===== config.mk =====
export PLATFORM = sky130hd
export DESIGN_NAME = button_conditioner_flat
export DESIGN_NICKNAME = d
export VERILOG_FILES = /design/src/rtl/button_pkg.sv /design/src/rtl/button_conditioner_if.sv /design/src/rtl/button_debounce.sv /design/src/rtl/button_conditioner.sv /design/src/flat_wrapper.sv
export SDC_FILE = /design/constraint.sdc
export NUM_CORES = 1
export LEC_CHECK = 0
export BUFFER_PORTS_ARGS = -buffer_cell sky130_fd_sc_hd__buf_2
export CORE_MARGIN = 4
export CORE_UTILIZATION = 50
export CTS_CLUSTER_SIZE = 12
export DETAILED_ROUTE_END_ITERATION = 8
export PLACE_DENSITY = 0.63
export SLEW_MARGIN = 20
export SYNTH_ARGS = -nofsm -noshare
export SYNTH_HDL_FRONTEND = slang
export SYNTH_SLANG_ARGS = --single-unit
export TNS_END_PERCENT = 30

===== constraint.sdc =====
create_clock -name clk -period 6.5 [get_ports clk]
set_clock_uncertainty 0.05 [all_clocks]
set_input_delay 1.3 -clock clk [delete_from_list [all_inputs] [get_ports clk]]
set_output_delay 1.3 -clock clk [all_outputs]
set_load 0.01 [all_outputs]

===== src/rtl/button_pkg.sv =====
// Shared types and defaults for the pushbutton conditioning path.
package button_pkg;

  typedef enum logic [1:0] {
    IDLE,
    PRESS_WAIT,
    HELD,
    RELEASE_WAIT
  } btn_state_t;

  localparam int DEFAULT_NUM_BUTTONS = 3;

endpackage


===== src/rtl/button_conditioner_if.sv =====
// Button bus: raw board inputs in, clean event pulses and debounced levels out.
interface button_conditioner_if
  import button_pkg::*;
#(
  parameter int NUM_BUTTONS = DEFAULT_NUM_BUTTONS
);
  logic [NUM_BUTTONS-1:0] raw_buttons;
  logic [NUM_BUTTONS-1:0] pushbuttons;
  logic [NUM_BUTTONS-1:0] buttons_held;
  logic                   event_pending;

  modport slave (
    input  raw_buttons,
    output pushbuttons,
    output buttons_held,
    output event_pending
  );

  modport master (
    output raw_buttons,
    input  pushbuttons,
    input  buttons_held,
    input  event_pending
  );
endinterface


===== src/rtl/button_debounce.sv =====
// One button channel: 2-flop synchroniser, debounce FSM, accept strobe.
// Optional auto-repeat while held: define BUTTON_CONDITIONER_AUTO_REPEAT_EN.
module button_debounce
  import button_pkg::*;
#(
  parameter int DEBOUNCE_CYCLES = 500000,
  parameter int ACTIVE_LOW      = 1,
  parameter int REPEAT_DELAY    = 25000000,
  parameter int REPEAT_PERIOD   = 10000000
) (
  input  logic clk,
  input  logic reset,
  input  logic raw_i,
  output logic held_o,
  output logic accept_o
);

  localparam int             CNT_W    = $clog2(DEBOUNCE_CYCLES + 1);
  localparam logic [CNT_W-1:0] CNT_LAST = CNT_W'(DEBOUNCE_CYCLES - 1);
  localparam logic [CNT_W-1:0] CNT_MAX  = CNT_W'(DEBOUNCE_CYCLES);
  localparam logic           POL      = (ACTIVE_LOW != 0);

  logic             pressed;
  logic             sync1_q;
  logic             sync2_q;
  logic [CNT_W-1:0] cnt_q;
  logic [CNT_W-1:0] cnt_inc;
  btn_state_t       state_q;
  logic             press_done;
  logic             rpt_fire;

  assign pressed = raw_i ^ POL;
  assign cnt_inc = (cnt_q == CNT_MAX) ? cnt_q : cnt_q + CNT_W'(1);

  // The strobe is decoded from registered state so the pending buffer can
  // capture it on the very edge the FSM enters HELD.
  assign press_done = (state_q == PRESS_WAIT) && sync2_q && (cnt_q >= CNT_LAST);
  assign accept_o   = press_done | rpt_fire;
  assign held_o     = (state_q == HELD) || (state_q == RELEASE_WAIT);

  always_ff @(posedge clk or posedge reset) begin
    if (reset) begin
      sync1_q <= 1'b0;
      sync2_q <= 1'b0;
      cnt_q   <= '0;
      state_q <= IDLE;
    end else begin
      sync1_q <= pressed;
      sync2_q <= sync1_q;
      case (state_q)
        IDLE: begin
          if (sync2_q) begin
            state_q <= PRESS_WAIT;
            cnt_q   <= CNT_W'(1);
          end
        end
        PRESS_WAIT: begin
          if (!sync2_q) begin
            state_q <= IDLE;
            cnt_q   <= '0;
          end else if (cnt_q >= CNT_LAST) begin
            state_q <= HELD;
            cnt_q   <= '0;
          end else begin
            cnt_q <= cnt_inc;
          end
        end
        HELD: begin
          if (!sync2_q) begin
            state_q <= RELEASE_WAIT;
            cnt_q   <= CNT_W'(1);
          end
        end
        RELEASE_WAIT: begin
          if (sync2_q) begin
            state_q <= HELD;
            cnt_q   <= '0;
          end else if (cnt_q >= CNT_LAST) begin
            state_q <= IDLE;
            cnt_q   <= '0;
          end else begin
            cnt_q <= cnt_inc;
          end
        end
        default: begin
          state_q <= IDLE;
          cnt_q   <= '0;
        end
      endcase
    end
  end

`ifdef BUTTON_CONDITIONER_AUTO_REPEAT_EN
  localparam int               RPT_W      = $clog2(REPEAT_DELAY + 1);
  localparam logic [RPT_W-1:0] RPT_LAST   = RPT_W'(REPEAT_DELAY - 1);
  localparam logic [RPT_W-1:0] RPT_RELOAD =
    (REPEAT_PERIOD >= REPEAT_DELAY) ? '0 : RPT_W'(REPEAT_DELAY - REPEAT_PERIOD);

  logic [RPT_W-1:0] rcnt_q;

  assign rpt_fire = (state_q == HELD) && sync2_q && (rcnt_q >= RPT_LAST);

  // Reloading to DELAY-PERIOD makes later repeats land every PERIOD cycles;
  // RELEASE_WAIT holds the count so a release bounce resumes where it left off.
  always_ff @(posedge clk or posedge reset) begin
    if (reset) begin
      rcnt_q <= '0;
    end else if (state_q == HELD && sync2_q) begin
      rcnt_q <= rpt_fire ? RPT_RELOAD : rcnt_q + RPT_W'(1);
    end else if (state_q == IDLE || state_q == PRESS_WAIT) begin
      rcnt_q <= '0;
    end
  end
`else
  assign rpt_fire = 1'b0;
`endif

endmodule


===== src/rtl/button_conditioner.sv =====
// Debounces NUM_BUTTONS raw pushbuttons and issues one-hot, one-cycle events,
// lowest index first. Auto-repeat: define BUTTON_CONDITIONER_AUTO_REPEAT_EN.
module button_conditioner
  import button_pkg::*;
#(
  parameter int NUM_BUTTONS     = DEFAULT_NUM_BUTTONS,
  parameter int DEBOUNCE_CYCLES = 500000,
  parameter int ACTIVE_LOW      = 1,
  parameter int REPEAT_DELAY    = 25000000,
  parameter int REPEAT_PERIOD   = 10000000
) (
  input  logic                clk,
  input  logic                reset,
  button_conditioner_if.slave bus
);

  logic [NUM_BUTTONS-1:0] held;
  logic [NUM_BUTTONS-1:0] accept;
  logic [NUM_BUTTONS-1:0] pending_q;
  logic [NUM_BUTTONS-1:0] pending_d;
  logic [NUM_BUTTONS-1:0] issue;
  logic [NUM_BUTTONS-1:0] push_q;

  for (genvar g = 0; g < NUM_BUTTONS; g++) begin : g_chan
    button_debounce #(
      .DEBOUNCE_CYCLES(DEBOUNCE_CYCLES),
      .ACTIVE_LOW     (ACTIVE_LOW),
      .REPEAT_DELAY   (REPEAT_DELAY),
      .REPEAT_PERIOD  (REPEAT_PERIOD)
    ) u_deb (
      .clk     (clk),
      .reset   (reset),
      .raw_i   (bus.raw_buttons[g]),
      .held_o  (held[g]),
      .accept_o(accept[g])
    );
  end

  // Isolate the lowest set pending bit; a fresh accept on the same bit wins
  // over its clear, so a press landing on its own issue cycle is not lost.
  assign issue     = pending_q & (-pending_q);
  assign pending_d = (pending_q & ~issue) | accept;

  always_ff @(posedge clk or posedge reset) begin
    if (reset) begin
      pending_q <= '0;
      push_q    <= '0;
    end else begin
      pending_q <= pending_d;
      push_q    <= issue;
    end
  end

  assign bus.pushbuttons   = push_q;
  assign bus.buttons_held  = held;
  assign bus.event_pending = |pending_q;

endmodule


===== src/flat_wrapper.sv =====
// flat-port wrapper written by rule: the top's interface ports become plain ports
module button_conditioner_flat import button_pkg::*;
#(
  parameter int NUM_BUTTONS     = DEFAULT_NUM_BUTTONS,
  parameter int DEBOUNCE_CYCLES = 500000,
  parameter int ACTIVE_LOW      = 1,
  parameter int REPEAT_DELAY    = 25000000,
  parameter int REPEAT_PERIOD   = 10000000
)
  (clk, reset, bus_raw_buttons, bus_pushbuttons, bus_buttons_held, bus_event_pending);
  button_conditioner_if #(.NUM_BUTTONS(NUM_BUTTONS)) bus_i ();
  input  logic clk;
  input  logic reset;
  input wire logic [$bits(bus_i.raw_buttons)-1:0] bus_raw_buttons;
  output wire logic [$bits(bus_i.pushbuttons)-1:0] bus_pushbuttons;
  output wire logic [$bits(bus_i.buttons_held)-1:0] bus_buttons_held;
  output wire logic [$bits(bus_i.event_pending)-1:0] bus_event_pending;
  assign bus_i.raw_buttons = bus_raw_buttons;
  assign bus_pushbuttons = bus_i.pushbuttons;
  assign bus_buttons_held = bus_i.buttons_held;
  assign bus_event_pending = bus_i.event_pending;
  button_conditioner #(.NUM_BUTTONS(NUM_BUTTONS), .DEBOUNCE_CYCLES(DEBOUNCE_CYCLES), .ACTIVE_LOW(ACTIVE_LOW), .REPEAT_DELAY(REPEAT_DELAY), .REPEAT_PERIOD(REPEAT_PERIOD)) u_core (.clk(clk), .reset(reset), .bus(bus_i));
endmodule

==> flow_summary.rst <==
.. list-table::
   :header-rows: 1

   * - Metric
     - Value
   * - Crit path launch
     - u_core.g_chan[0].u_deb.cnt_q[6]
   * - Number of enable flip-flop cells after synthesis
     - 0
   * - Final estimated routing congestion in global placement
     - 0.790
   * - Top Metal Used
     - met4
   * - Starting DRT DRC Count
     - 197
   * - Core Area
     - 8180 um2
   * - Unrepaired setup endpoints after global routing
     - no
   * - Floorplan die area
     - 9900 um2
   * - Max Transition Viols Final
     - 0
   * - Cells after Synth
     - 473
   * - Terminating pin of the worst hold path
     - u_core.g_chan[0].u_deb.sync2_q
   * - H-tree levels
     - 3
   * - Pin count of the biggest net entering global routing
     - 76
   * - Max clock buf depth
     - 2
   * - Clock tree from TritonCTS
     - done
   * - WL/cell
     - 14.7 um
   * - Pwr dens
     - 215 nW/um2
   * - List of most frequent post-synthesis cells
     - dfrtp_1, nand2_1, nand3_1
   * - Slew @ Worst Pin
     - 0.976 ns
   * - Count of endpoints failing setup in the final report
     - 0
   * - Area post-placement
     - 4270 um2
   * - Horizontal die dimension
     - 99.5 um
   * - Number of DRC violations after detailed routing
     - 0
   * - Area growth from synthesis to layout
     - 6.49%
   * - IO Count
     - 12
   * - Number of nets with antenna violations after routing
     - 0
   * - CP Capture Type
     - flop
   * - Post-Route M1 WL
     - 4240 um
   * - VDD IR max
     - 0.103 mV
   * - Detailed placement HPWL
     - 5660 um
   * - Finished Cell Area
     - 4460 um2
   * - Count of antenna diodes in the layout
     - 0
   * - Area fraction of the dominant cell type after synthesis
     - 44.8%
   * - Internal reg-to-reg setup slack
     - 3.80 ns
   * - Post-Syn Area per Cell
     - 8.85 um2
   * - Effective utilization at floorplan
     - 51.2%
   * - Hold Path Origin
     - u_core.g_chan[0].u_deb.sync1_q
   * - Synth Warn #
     - 0
   * - Standard-cell row count
     - 33
   * - Final routed wirelength across all metal layers
     - 8530 um
   * - Final Power
     - 957 uW
   * - Post-layout nets
     - 482
   * - Startpoint kind of the worst setup timing path
     - flop
   * - CTS root buffer
     - clkbuf_8
   * - Met3 WL post-DR
     - 313 um
   * - Die Span Y
     - 99.5 um
   * - Final critical path time including I/O delays and setup
     - 2.70 ns
   * - Part of the cycle the worst path needs
     - 41.5%
   * - Reg-to-Reg End
     - u_core.g_chan[0].u_deb.cnt_q[5]
   * - Total gr overflow
     - 0
   * - Cells taking the most area after synthesis
     - dfrtp_1, nand2_1, nand3_1
   * - Worst Hold Path Cells
     - 0
   * - F_max
     - 371 MHz
   * - Worst-skew pair later-pin latency
     - 0.35 ns
   * - Vias per cell
     - 5.85
   * - Startpoint of the worst-slack reg-to-reg timing path
     - u_core.g_chan[0].u_deb.cnt_q[6]
   * - Number of clock buffers inserted by TritonCTS
     - 9
   * - Overall routing resource usage
     - 18.6%
   * - Initial antenna violation count
     - 0
   * - Worst-path maximum fanout
     - 22
   * - Number of synthesized register bits
     - 75
   * - Final hold viol count
     - 0
   * - Slew HR
     - 34.0%
   * - Non-filler instance count after layout
     - 581
   * - Post-synthesis cell type count
     - 58
   * - Number of buffers inserted by hold repair at cts
     - 0
   * - P_leak
     - 1.87 nW
   * - Synthesized Nets
     - 484
   * - Overall via count from detail_route
     - 3,398
   * - Signal arrival time at the worst endpoint
     - 2.92 ns
   * - Routed met2 length
     - 3860 um
   * - Max-capacitance violation count
     - 0
   * - Result of the run
     - complete, no violations
   * - Hold Path Class
     - flop to flop
   * - Vias in the first global route
     - 3,282
   * - # clock sinks
     - 75
   * - Sequential element share of the synthesized area
     - 44.8%
   * - Leading cell type by number of instances after synthesis
     - dfrtp_1
   * - End-of-flow core utilization
     - 54.5%
   * - Router iterations before antenna repair
     - 4
   * - Post_cts resized
     - 0
   * - Share of flip-flops with an asynchronous set or reset after synthesis
     - 100%
   * - Setup_tns
     - 0 ns
   * - Number of buffers added for setup after CTS
     - 0
   * - Global-route wire length before repair
     - 15,000 um
   * - Number of placed instances with taps included
     - 565
   * - Share of post-route cells with drive strength above 1
     - 11.3%
   * - Category of the critical setup timing path
     - flop to flop
   * - Depth of the worst register-to-register path
     - 6
   * - Most area-hungry cell type in the Yosys netlist
     - dfrtp_1
   * - Clock slew at the register clock pins of the worst setup and hold paths
     - 0.08 ns
   * - Post-synth top flop
     - dfrtp_1
   * - Count of buffers inserted at the top-level ports
     - 11
   * - Post-synthesis cell area
     - 4190 um2
   * - Data required time of the worst path
     - 6.72 ns
## critical path, stage by stage (launching register included)
cell	delay [ns]
dfrtp_1	0.42
or4_4	0.56
a311oi_1	0.36
o41ai_1	0.18
nor2_2	0.64
o21ai_0	0.20
a31oi_1	0.21
## how the worst max path moves through the flow
stage | end | cells after the start
after CTS | u_core.g_chan[0].u_deb.cnt_q[5] | 6
after detailed placement | u_core.g_chan[0].u_deb.cnt_q[5] | 6
after global placement | u_core.g_chan[0].u_deb.cnt_q[5] | 6
final | u_core.g_chan[0].u_deb.cnt_q[5] | 6
after global routing | u_core.g_chan[0].u_deb.cnt_q[5] | 6
after floorplan | asynchronous set/reset pin | 1
## through the flow
| stage | hold WS, ns | setup WS, ns |
|---|---|---|
| 3_5_place_dp | 0.288 | 3.85 |
| 6_report | 0.308 | 3.80 |
| 4_1_cts | 0.310 | 3.85 |
| 5_1_grt | 0.312 | 3.66 |
| 3_3_place_gp | 0.283 | 3.92 |
| 2_1_floorplan | 0.281 | 3.24 |
## per-layer routing
layer,track usage [%],vias to the layer above
met4,8.09,0
met2,28.2,56
met5,0,-
met3,3.93,10
met1,25.9,1626
li1,-,1706
## flip-flops by register name (all words and copies together) (netlist names), named ones only
name	flops
u_core.pending_q	3
u_core.g_chan.u_deb.cnt_q	57
u_core.g_chan.u_deb.sync1_q	3
u_core.g_chan.u_deb.sync2_q	3
u_core.bus.pushbuttons	3
u_core.g_chan.u_deb.state_q	3
## placed cells by master, fill, tap and decap left out, types with 3 or more instances in the layout
master       n
dfrtp_1     75
nand2_1     67
nand3_1     45
o21ai_0     31
nor2_1      23
inv_1       15
nor3_1      13
a21oi_1     12
xnor2_1     11
buf_2       11
nand4_1     10
or3_1       10
a31oi_1     10
xor2_1       9
clkbuf_8     9
and3_1       8
and2_1       8
nor4_1       7
a31o_2       7
ha_1         6
or4_1        5
or2_2        5
o31ai_1      5
a21o_1       4
nor4b_1      4
nor2b_1      4
and4_1       4
a22o_1       4
mux2i_1      4
o21a_1       3
inv_6        3
clkinvlp_4   3
buf_4        3
## area by class of cell
class / count / area [um2]
tap: 105 / 131
sequential: 75 / 1880
clock buffer: 9 / 124
clock inverter: 7 / 60.1
multi-input combinational: 355 / 2130
fill: 745 / 3720
timing repair buffer: 14 / 77.6
inverter: 16 / 61.3
## report_power, final
group | switching, mW | internal [mW]
registers | 0.0292 | 0.484
logic | 0.0667 | 0.0360
clock network | 0.196 | 0.145
total | 0.292 | 0.665
## kinds of logic after synthesis
group / Yosys count / synth area share (%)
AO/OA/AOI/OAI: 97 / 15.3
adder cells (fa/ha/maj): 6 / 1.79
multiplexers: 7 / 1.85
AND/OR/NAND/NOR: 225 / 27.6
buffers and inverters: 43 / 4.42
XOR/XNOR: 20 / 4.18
flip-flops: 75 / 44.8
Power figures use the tool's default switching activity.
